`config.mk`:
```
export PLATFORM = sky130hd
export DESIGN_NAME = dm_arbiter_flat
export DESIGN_NICKNAME = d
export VERILOG_FILES = /design/src/rtl/dm_arbiter_if.sv /design/src/rtl/dm_arbiter.sv /design/src/flat_wrapper.sv
export SDC_FILE = /design/constraint.sdc
export NUM_CORES = 1
export LEC_CHECK = 0
export CAP_MARGIN = 20
export CORE_MARGIN = 2
export CORE_UTILIZATION = 57
export DETAILED_ROUTE_END_ITERATION = 10
export DONT_BUFFER_PORTS = 1
export GPL_TIMING_DRIVEN = 0
export PLACE_DENSITY = 0.85
export SLEW_MARGIN = 30
export SYNTH_ARGS = -nofsm -noshare
export SYNTH_HDL_FRONTEND = slang
export SYNTH_SLANG_ARGS = --single-unit
```
`constraint.sdc`:
```
create_clock -name clk -period 1.69 [get_ports clk]
set_input_delay 0.338 -clock clk [delete_from_list [all_inputs] [get_ports clk]]
set_output_delay 0.338 -clock clk [all_outputs]
set_load 0.02 [all_outputs]
```
`src/rtl/dm_arbiter_if.sv`:
```
// dm_arbiter_if: bundles the CPU port, display burst port and the shared
// data-memory port of the arbiter.
//   slave  : arbiter view (requests and memory read data in, grants/memory
//            controls out)
//   master : environment view (CPU, display engine and memory model)
interface dm_arbiter_if;
  localparam int unsigned AW = 13;
  localparam int unsigned DW = 16;

  // CPU port
  logic [AW-1:0] cpu_addr;
  logic          cpu_re;
  logic          cpu_we;
  logic [DW-1:0] cpu_wdata;
  logic          cpu_gnt;
  logic          cpu_stall;
  logic [DW-1:0] cpu_rdata;

  // Display burst port
  logic          disp_req;
  logic [AW-1:0] disp_base;
  logic          disp_busy;
  logic          disp_rvalid;
  logic [DW-1:0] disp_rdata;
  logic          disp_done;

  // Shared data-memory port
  logic [AW-1:0] dm_addr;
  logic          dm_re;
  logic          dm_we;
  logic [DW-1:0] dm_wdata;
  logic [DW-1:0] dm_rd_data;

  modport slave (
    input  cpu_addr, cpu_re, cpu_we, cpu_wdata,
    output cpu_gnt, cpu_stall, cpu_rdata,
    input  disp_req, disp_base,
    output disp_busy, disp_rvalid, disp_rdata, disp_done,
    output dm_addr, dm_re, dm_we, dm_wdata,
    input  dm_rd_data
  );

  modport master (
    output cpu_addr, cpu_re, cpu_we, cpu_wdata,
    input  cpu_gnt, cpu_stall, cpu_rdata,
    output disp_req, disp_base,
    input  disp_busy, disp_rvalid, disp_rdata, disp_done,
    input  dm_addr, dm_re, dm_we, dm_wdata,
    output dm_rd_data
  );
endinterface

```
`src/rtl/dm_arbiter.sv`:
```
// dm_arbiter: single-port data-memory arbiter between a CPU and a display
// burst reader. One winner per cycle, chosen combinationally; the memory
// acts on the negedge, so CPU reads return data within the same cycle.
// Ports:
//   clk   : clock
//   rst_n : asynchronous active-low reset
//   bus   : dm_arbiter_if.slave (CPU, display and memory signals)
// Parameters:
//   BURST_LEN  : display words per burst (1..256)
//   STARVE_LIM : consecutive CPU wins in a burst before the display is forced
module dm_arbiter #(
  parameter int unsigned BURST_LEN  = 8,
  parameter int unsigned STARVE_LIM = 3
) (
  input logic          clk,
  input logic          rst_n,
  dm_arbiter_if.slave  bus
);

  localparam int unsigned AW = 13;
  localparam int unsigned DW = 16;
  localparam int unsigned BW = 9;
  localparam int unsigned SW = (STARVE_LIM < 1) ? 1 : $clog2(STARVE_LIM + 1);

  typedef enum logic {
    IDLE  = 1'b0,
    BURST = 1'b1
  } state_t;

  state_t        state_q, state_d;
  logic [AW-1:0] baddr_q, baddr_d;
  logic [BW-1:0] beat_q,  beat_d;
  logic [SW-1:0] starve_q, starve_d;
  logic          busy_q,  busy_d;
  logic          done_q,  done_d;

  logic cpu_req;
  logic cpu_win;
  logic disp_win;

  // State register
  always_ff @(posedge clk or negedge rst_n) begin
    if (!rst_n) begin
      state_q  <= IDLE;
      baddr_q  <= '0;
      beat_q   <= '0;
      starve_q <= '0;
      busy_q   <= 1'b0;
      done_q   <= 1'b0;
    end else begin
      state_q  <= state_d;
      baddr_q  <= baddr_d;
      beat_q   <= beat_d;
      starve_q <= starve_d;
      busy_q   <= busy_d;
      done_q   <= done_d;
    end
  end

  // Winner selection and next-state logic
  always_comb begin
    state_d  = state_q;
    baddr_d  = baddr_q;
    beat_d   = beat_q;
    starve_d = starve_q;
    busy_d   = busy_q;
    done_d   = 1'b0;
    cpu_win  = 1'b0;
    disp_win = 1'b0;
    cpu_req  = bus.cpu_re | bus.cpu_we;

    case (state_q)
      IDLE: begin
        cpu_win = cpu_req;
        if (bus.disp_req) begin
          state_d  = BURST;
          baddr_d  = bus.disp_base;
          beat_d   = '0;
          starve_d = '0;
          busy_d   = 1'b1;
        end
      end
      BURST: begin
        disp_win = !cpu_req || (starve_q == SW'(STARVE_LIM));
        cpu_win  = !disp_win;
        if (disp_win) begin
          // 13-bit address wraps naturally from 8191 to 0
          baddr_d  = baddr_q + AW'(1);
          beat_d   = beat_q + BW'(1);
          starve_d = '0;
          if (beat_q == BW'(BURST_LEN - 1)) begin
            state_d  = IDLE;
            busy_d   = 1'b0;
            done_d   = 1'b1;
          end
        end else begin
          starve_d = starve_q + SW'(1);
        end
      end
      default: begin
        state_d = IDLE;
        busy_d  = 1'b0;
      end
    endcase

    // Grants are combinational from requests, so hold them off during reset
    if (!rst_n) begin
      cpu_win  = 1'b0;
      disp_win = 1'b0;
    end
  end

  // Memory port driven from the winner; write beats read on a dual request
  always_comb begin
    bus.dm_addr  = '0;
    bus.dm_re    = 1'b0;
    bus.dm_we    = 1'b0;
    bus.dm_wdata = '0;
    if (cpu_win) begin
      bus.dm_addr = bus.cpu_addr;
      if (bus.cpu_we) begin
        bus.dm_we    = 1'b1;
        bus.dm_wdata = bus.cpu_wdata;
      end else begin
        bus.dm_re = 1'b1;
      end
    end else if (disp_win) begin
      bus.dm_addr = baddr_q;
      bus.dm_re   = 1'b1;
    end
  end

  // Client-side outputs
  always_comb begin
    bus.cpu_gnt     = cpu_win;
    bus.cpu_stall   = cpu_req && !cpu_win && rst_n;
    bus.cpu_rdata   = DW'(bus.dm_rd_data);
    bus.disp_rvalid = disp_win;
    bus.disp_rdata  = DW'(bus.dm_rd_data);
    bus.disp_busy   = busy_q;
    bus.disp_done   = done_q;
  end

  // Memory must never see a read and a write together
  a_excl_rw: assert property (@(posedge clk) disable iff (!rst_n)
    !(bus.dm_re && bus.dm_we));

endmodule

```
`src/flat_wrapper.sv`:
```
// flat-port wrapper written by rule: the top's interface ports become plain ports
module dm_arbiter_flat 
#(
  parameter int unsigned BURST_LEN  = 8,
  parameter int unsigned STARVE_LIM = 3
)
  (clk, rst_n, bus_cpu_addr, bus_cpu_re, bus_cpu_we, bus_cpu_wdata, bus_cpu_gnt, bus_cpu_stall, bus_cpu_rdata, bus_disp_req, bus_disp_base, bus_disp_busy, bus_disp_rvalid, bus_disp_rdata, bus_disp_done, bus_dm_addr, bus_dm_re, bus_dm_we, bus_dm_wdata, bus_dm_rd_data);
  dm_arbiter_if bus_i ();
  input logic clk;
  input logic rst_n;
  input wire logic [$bits(bus_i.cpu_addr)-1:0] bus_cpu_addr;
  input wire logic [$bits(bus_i.cpu_re)-1:0] bus_cpu_re;
  input wire logic [$bits(bus_i.cpu_we)-1:0] bus_cpu_we;
  input wire logic [$bits(bus_i.cpu_wdata)-1:0] bus_cpu_wdata;
  output wire logic [$bits(bus_i.cpu_gnt)-1:0] bus_cpu_gnt;
  output wire logic [$bits(bus_i.cpu_stall)-1:0] bus_cpu_stall;
  output wire logic [$bits(bus_i.cpu_rdata)-1:0] bus_cpu_rdata;
  input wire logic [$bits(bus_i.disp_req)-1:0] bus_disp_req;
  input wire logic [$bits(bus_i.disp_base)-1:0] bus_disp_base;
  output wire logic [$bits(bus_i.disp_busy)-1:0] bus_disp_busy;
  output wire logic [$bits(bus_i.disp_rvalid)-1:0] bus_disp_rvalid;
  output wire logic [$bits(bus_i.disp_rdata)-1:0] bus_disp_rdata;
  output wire logic [$bits(bus_i.disp_done)-1:0] bus_disp_done;
  output wire logic [$bits(bus_i.dm_addr)-1:0] bus_dm_addr;
  output wire logic [$bits(bus_i.dm_re)-1:0] bus_dm_re;
  output wire logic [$bits(bus_i.dm_we)-1:0] bus_dm_we;
  output wire logic [$bits(bus_i.dm_wdata)-1:0] bus_dm_wdata;
  input wire logic [$bits(bus_i.dm_rd_data)-1:0] bus_dm_rd_data;
  assign bus_i.cpu_addr = bus_cpu_addr;
  assign bus_i.cpu_re = bus_cpu_re;
  assign bus_i.cpu_we = bus_cpu_we;
  assign bus_i.cpu_wdata = bus_cpu_wdata;
  assign bus_cpu_gnt = bus_i.cpu_gnt;
  assign bus_cpu_stall = bus_i.cpu_stall;
  assign bus_cpu_rdata = bus_i.cpu_rdata;
  assign bus_i.disp_req = bus_disp_req;
  assign bus_i.disp_base = bus_disp_base;
  assign bus_disp_busy = bus_i.disp_busy;
  assign bus_disp_rvalid = bus_i.disp_rvalid;
  assign bus_disp_rdata = bus_i.disp_rdata;
  assign bus_disp_done = bus_i.disp_done;
  assign bus_dm_addr = bus_i.dm_addr;
  assign bus_dm_re = bus_i.dm_re;
  assign bus_dm_we = bus_i.dm_we;
  assign bus_dm_wdata = bus_i.dm_wdata;
  assign bus_i.dm_rd_data = bus_dm_rd_data;
  dm_arbiter #(.BURST_LEN(BURST_LEN), .STARVE_LIM(STARVE_LIM)) u_core (.clk(clk), .rst_n(rst_n), .bus(bus_i));
endmodule
```
==> results of run 1 <==
state kept, by name, summed over array words and instances (netlist names):
register              cells
u_core.starve_q           2
u_core.beat_q             9
u_core.bus.disp_busy      1
u_core.bus.disp_done      1
u_core.state_q            1
u_core.baddr_q           13
area by class of cell:
| cell class | instances | area, µm² | share of cell area [%] |
|---|---|---|---|
| Clock inverter | 1 | 7.51 | 0.275 |
| Sequential cell | 27 | 676 | 24.7 |
| Buffer | 45 | 355 | 13.0 |
| Tap cell | 46 | 57.6 | 2.11 |
| Timing Repair Buffer | 24 | 263 | 9.62 |
| Clock buffer | 3 | 22.5 | 0.825 |
| Inverter | 4 | 15.0 | 0.550 |
| Multi-Input combinational cell | 163 | 1330 | 48.9 |
per-layer routing:
layer / up-vias / global-route usage [%]
met4: 0 / 10.9
met5: - / 0
li1: 871 / -
met3: 25 / 6.16
met1: 943 / 35.9
met2: 129 / 49.7
cells by family (layout without fill, tap and decap cells):
| kind of cell | count (synthesis) | in the layout |
|---|---|---|
| flops | 27 | 27 |
| mux | 4 | 4 |
| buf+inv | 50 | 77 |
| compound gates | 55 | 55 |
| simple gates | 89 | 89 |
| fa+ha+maj | 3 | 3 |
| xor+xnor | 12 | 12 |
stage by stage:
stage | util [%] | cell area, µm² | instances | setup WS [ns] | hold slack (ns)
after detailed placement | 66.0 | 2250 | 286 | -0.333 | 0.0431
final | 79.9 | 2730 | 313 | -0.431 | 0.170
after floorplan | - | 2200 | 240 | -0.0692 | 0.0424
after CTS | 73.7 | 2520 | 301 | -0.434 | 0.164
after global routing | 79.9 | 2730 | 313 | -0.481 | 0.166
after global placement | 66.0 | 2250 | 286 | -0.283 | 0.0430
cells in the final DEF, fill, tap and decap left out, drive strengths merged, types with 2 or more instances in the layout:
cell,instances
a211oi,13
xor2,2
or4,2
mux2i,4
a21oi,15
inv,4
nand4,4
or3,3
a21o,2
and3,2
clkbuf,7
a22o,14
o31ai,2
buf,63
dfrtp,27
xnor2,10
nor3,5
nor2b,11
nor4,3
nand2,16
nor2,12
nand3,6
ha,3
o21ai,5
and2,17
nand2b,3
power breakdown:
group / internal [mW] / switching, mW
clock network: 0.0909 / 0.210
logic: 1.02 / 1.06
registers: 0.908 / 0.396
total: 2.02 / 1.67
final timing paths:
kind / endpoint / from / slack (ns)
setup / recovery: bus_dm_addr[4] / u_core.starve_q[1]$_DFFE_PN0P_ / -0.43
hold / removal: u_core.baddr_q[7]$_DFFE_PN0P_ / bus_disp_base[7] / 0.17
setup reg to reg: u_core.beat_q[7]$_DFFE_PN0P_ / u_core.starve_q[1]$_DFFE_PN0P_ / -0.01
hold reg to reg: u_core.beat_q[8]$_DFFE_PN0P_ / u_core.beat_q[8]$_DFFE_PN0P_ / 0.50
max in group asynchronous: u_core.beat_q[8]$_DFFE_PN0P_ / rst_n / 1.12
min in group asynchronous: u_core.state_q$_DFF_PN0_ / rst_n / 0.39
repair_timing:
action                                  4_1_cts  5_1_grt
gates resized for setup                      52       26
endpoints found under the setup margin       42       40
endpoints found under the hold margin        27        0
buffers inserted                              7       12
hold buffers                                  2        0
gates cloned                                  3        0
pin swaps                                    11       14
==> flow_summary.toml, run 1 <==
[outcome]
status = "finished, violations left"
failed_checks = "negative setup slack"

[worst_setup_path]
required_ns = 1.35
crit_family = "flip-flops"
criticalPathCategory = "flop to primary output"
path_buf_inv = 2
path_cells = "ha_4 -> nand2_2 -> nand2_4 -> nor2_4 -> buf_4 -> buf_12 -> a22o_4"
cp.depth = 7
slowest_delay_ns = 0.43
start_kind = "flop"
critPathSlowestCell = "dfrtp_1"
worstRegToRegCells = 5
crit_fanout = 6
endpoint_kind = "primary output"
crit_arrival_ns = 1.78

[logic_synthesis]
ys.flop_type = "dfrtp_1"
synthDistinctLibCells = 42
yosys_warnings = 0
synthSimpleGateAreaFrac_pct = 24.2
syn_area_um2 = 2070
synthMostInstantiatedCell = "buf_4"
postSynthAreaPerCell_um2 = 8.63
synth_top_area_cell = "dfrtp_1"
async_flop_share_pct = 100
synth_seq_cells = 27
synth_xor_area_share_pct = 5.07
syn_nets = 306
synth_compound_area_share_pct = 18.7
ys_top_cells_by_count = "33 x buf_4, 27 x dfrtp_1, 17 x and2_1"
synth_seq_area_share_pct = 32.6
synth_area_leaders = "dfrtp_1 33%, buf_4 12%, a22o_1 5.9%, and2_1 5.1%, a211oi_1 4.7%"
synth_fa_ha_area_share_pct = 1.81
syn_inst = 240
synth_top_family_by_area = "simple AND/OR/NAND/NOR gates"
synth_mux_area_share_pct = 1.93
synth_top_area_share_pct = 32.6
synth_edf_count = 0

[sta]
maxSlewHeadroom_pct = 68.1
finalMaxSlewViolations = 0
rsz0062_at_grt = "true"
setup_tns_ns = -12.57
hold_viol_final = 0
setup_viol = 35
tightestPinTransition_ns = 0.478
post-route-period-util_pct = 125
fin_ws_ns = -0.431
min_period_ns = 2.12
fin_worst_skew_ns = 0.0166
max_clock_freq_mhz = 472

[routing]
topRoutingLayerUsed = "met4"
via_per_inst = 6.29
vias = 1968
first_iter_violations = 143
route.met2.wl_mm = 3.43
drt_wl_total_mm = 6.67
wl_per_cell_um = 21.3
drc = 0
wl_met3_um = 675
drt-met1-wl_mm = 2.32
drtAntennaViolNets = 0
dr.pass1.iters = 4

[power_and_ir_drop]
power_density_nw_per_um2 = 1350
ir_drop_v = 0.000860
finalPower_mw = 3.69
p_leak_nw = 1.19

[cts]
cts_buffer_depth = 2
clk-insertion-delay-late_ns = 0.35
tritoncts = "yes"
cts_buffers = 3
cts-root-buf = "clkbuf_4"
clkSlewWorstSetupHoldPaths_ns = 0.16
clock_sinks = 27
h-tree-depth = 1

[layout]
antenna_cells = 0
drive_gt1_share_pct = 44.9
nNetsFinal = 334
fill_cells = 224
syn_to_final_growth_pct = 31.8

[die]
initial_core_util_pct = 60.7
dieArea_um2 = 4130
coreArea_um2 = 3420
chipHeight_um = 64.3
rows = 21
io_pins = 131
dieWidth_um = 64.3

[global_route]
grt_usage_pct = 29.1
grt_overflow = 0
grt_pass1_wl_mm = 9.32
antenna_found_initial = 0
grt_max_degree = 28
grt_pass1_vias = 1763

[worst_hold_path]
whs_path_depth = 2
worstHoldPathType = "input port to flop"

[placement]
place_congestion = 0.871
port-buffer-count = 0
dpl.hpwl_mm = 4.35

[job]
max_cap_violations = 0
(Power assumes the default switching activity.)
==> inputs of run 2 (changes only) <==
--- a/config.mk
+++ b/config.mk
@@ -7,11 +7,10 @@
 export LEC_CHECK = 0
 export CAP_MARGIN = 20
 export CORE_MARGIN = 2
-export CORE_UTILIZATION = 57
+export CORE_UTILIZATION = 34
 export DETAILED_ROUTE_END_ITERATION = 10
-export DONT_BUFFER_PORTS = 1
 export GPL_TIMING_DRIVEN = 0
-export PLACE_DENSITY = 0.85
+export PLACE_DENSITY = 0.88
 export SLEW_MARGIN = 30
 export SYNTH_ARGS = -nofsm -noshare
 export SYNTH_HDL_FRONTEND = slang
==> run 2 against run 1 <==
The run still ends with negative setup slack left. Sequential share of layout area fell by 6.4 points. Flip-flop and latch count is the same. Die area is 63% higher. Via count is 15% higher. Non-clock buffer count grew 102. Power is 7.9% higher. Cell count up 42%. Maximum frequency up 0.41%.
==> flow_summary.toml, run 2 (synthesis gave the netlist of run 1 again) <==
[global_route]
grt_max_degree = 28
grt_overflow = 0
grt_usage_pct = 19.2
grt_pass1_wl_mm = 10.0
antenna_found_initial = 0
grt_pass1_vias = 2075

[die]
chipHeight_um = 82.1
coreArea_um2 = 5920
rows = 28
io_pins = 131
initial_core_util_pct = 35.0
dieWidth_um = 82.1
dieArea_um2 = 6730

[sta]
hold_viol_final = 0
finalMaxSlewViolations = 0
tightestPinTransition_ns = 0.479
max_clock_freq_mhz = 473
rsz0062_at_grt = "true"
fin_worst_skew_ns = 0.00991
setup_viol = 34
maxSlewHeadroom_pct = 68.1
post-route-period-util_pct = 125
fin_ws_ns = -0.422
min_period_ns = 2.11

[cts]
clk-insertion-delay-late_ns = 0.29
clock_sinks = 27
cts_buffer_depth = 2
cts-root-buf = "clkbuf_8"
tritoncts = "yes"
h-tree-depth = 1
clkSlewWorstSetupHoldPaths_ns = 0.10
cts_buffers = 3

[layout]
fill_cells = 483
drive_gt1_share_pct = 32.8
regMostFlops = "u_core.baddr_q"
nNetsFinal = 436
top_regs = "u_core.baddr_q (13), u_core.beat_q (9), u_core.starve_q (2)"
layout_commonest_cell = "clkdlybuf4s50_1"
fin_cells = 444
antenna_cells = 0
fin_area_um2 = 3680
layout_common_cells = "76 x clkdlybuf4s50_1, 56 x buf_4, 27 x dfrtp_1"
syn_to_final_growth_pct = 77.5
largest_register_ffs = 13

[placement]
dpl.hpwl_mm = 5.08
placed_cell_area_um2 = 3430
place_congestion = 0.914
port-buffer-count = 114
dp_slack_ns = -1.14
dp_cells = 429

[routing]
first_iter_violations = 166
vias = 2257
drc = 0
dr.pass1.iters = 4
wl_per_cell_um = 15.5
drtAntennaViolNets = 0
drt_wl_total_mm = 6.89
via_per_inst = 5.08

[worst_setup_path]
path_cells = "ha_4 -> o21bai_4 -> and3_4 -> buf_12 -> a22o_4 -> buf_6"
start_kind = "flop"
criticalPathCategory = "flop to primary output"
required_ns = 1.35
crit_family = "flip-flops"
slowest_delay_ns = 0.43
critPathSlowestCell = "dfrtp_1"
crit_fanout = 5
crit_arrival_ns = 1.77
cp-startpoint = "u_core.starve_q[0]$_DFFE_PN0P_"
rr_startpoint = "u_core.starve_q[0]$_DFFE_PN0P_"
path_buf_inv = 2
endpoint_kind = "primary output"

[power_and_ir_drop]
p_leak_nw = 1.57
ir_drop_v = 0.000438
finalPower_mw = 3.98
power_density_nw_per_um2 = 1080

[worst_hold_path]
worstHoldPathType = "input port to async pin"

[outcome]
status = "finished, violations left"
failed_checks = "negative setup slack"

[job]
max_cap_violations = 0
## run 2: per-layer routing
metal  part of all wire (%)  wire [µm]  track usage (%)  vias up
met5                      0          0                0        -
met2                     52       3610             35.3      108
met4                    1.7        114             5.17        0
li1                       -          -                -     1072
met1                     37       2550             23.2     1066
met3                    9.0        622             2.75       11
## run 2: cell type report
cell class | instances | area (µm²) | share of cell area, %
Clock inverter | 1 | 7.51 | 0.204
Multi-Input combinational cell | 163 | 1240 | 33.7
Clock buffer | 3 | 41.3 | 1.12
Sequential cell | 27 | 676 | 18.4
Inverter | 4 | 15.0 | 0.408
Buffer | 45 | 347 | 9.42
Tap cell | 75 | 93.8 | 2.55
Timing Repair Buffer | 126 | 1260 | 34.2
## run 2: where the power goes
part	internal (mW)	total, mW	switching, mW
Clock	0.168	0.393	0.225
Combinational	1.23	2.30	1.07
Sequential	0.909	1.29	0.380
## run 2: final timing paths
check	endpoint	slack, ns	depth (start not counted)
worst max-delay path	bus_dm_addr[9]	-0.42	6
worst min-delay path	u_core.starve_q[0]$_DFFE_PN0P_	0.02	2
worst max register to register	u_core.beat_q[7]$_DFFE_PN0P_	-0.02	5
worst min register to register	u_core.bus.disp_busy$_DFFE_PN0P_	0.52	2
max in group asynchronous	u_core.beat_q[1]$_DFFE_PN0P_	1.50	2
min in group clk	u_core.bus.disp_busy$_DFFE_PN0P_	0.52	2
## run 2: what timing repair did
action / 4_1_cts / 5_1_grt
hold endpoints to repair: 27 / 0
endpoints found under the setup margin: 50 / 43
resized for setup: 203 / 22
gates cloned: 1 / 0
buffers inserted: 6 / 4
hold buffers: 1 / 0
pin swaps: 6 / 8
## run 2: stage by stage
step	hold WS [ns]	utilization [%]	setup TNS, ns
final	0.0219	62.1	-10.68
after global routing	0.0216	62.1	-12.99
after CTS	0.0238	60.2	-10.56
after detailed placement	0.397	57.9	-38.76
after global placement	0.467	57.9	-71.68
after floorplan	0.0424	-	-1.13
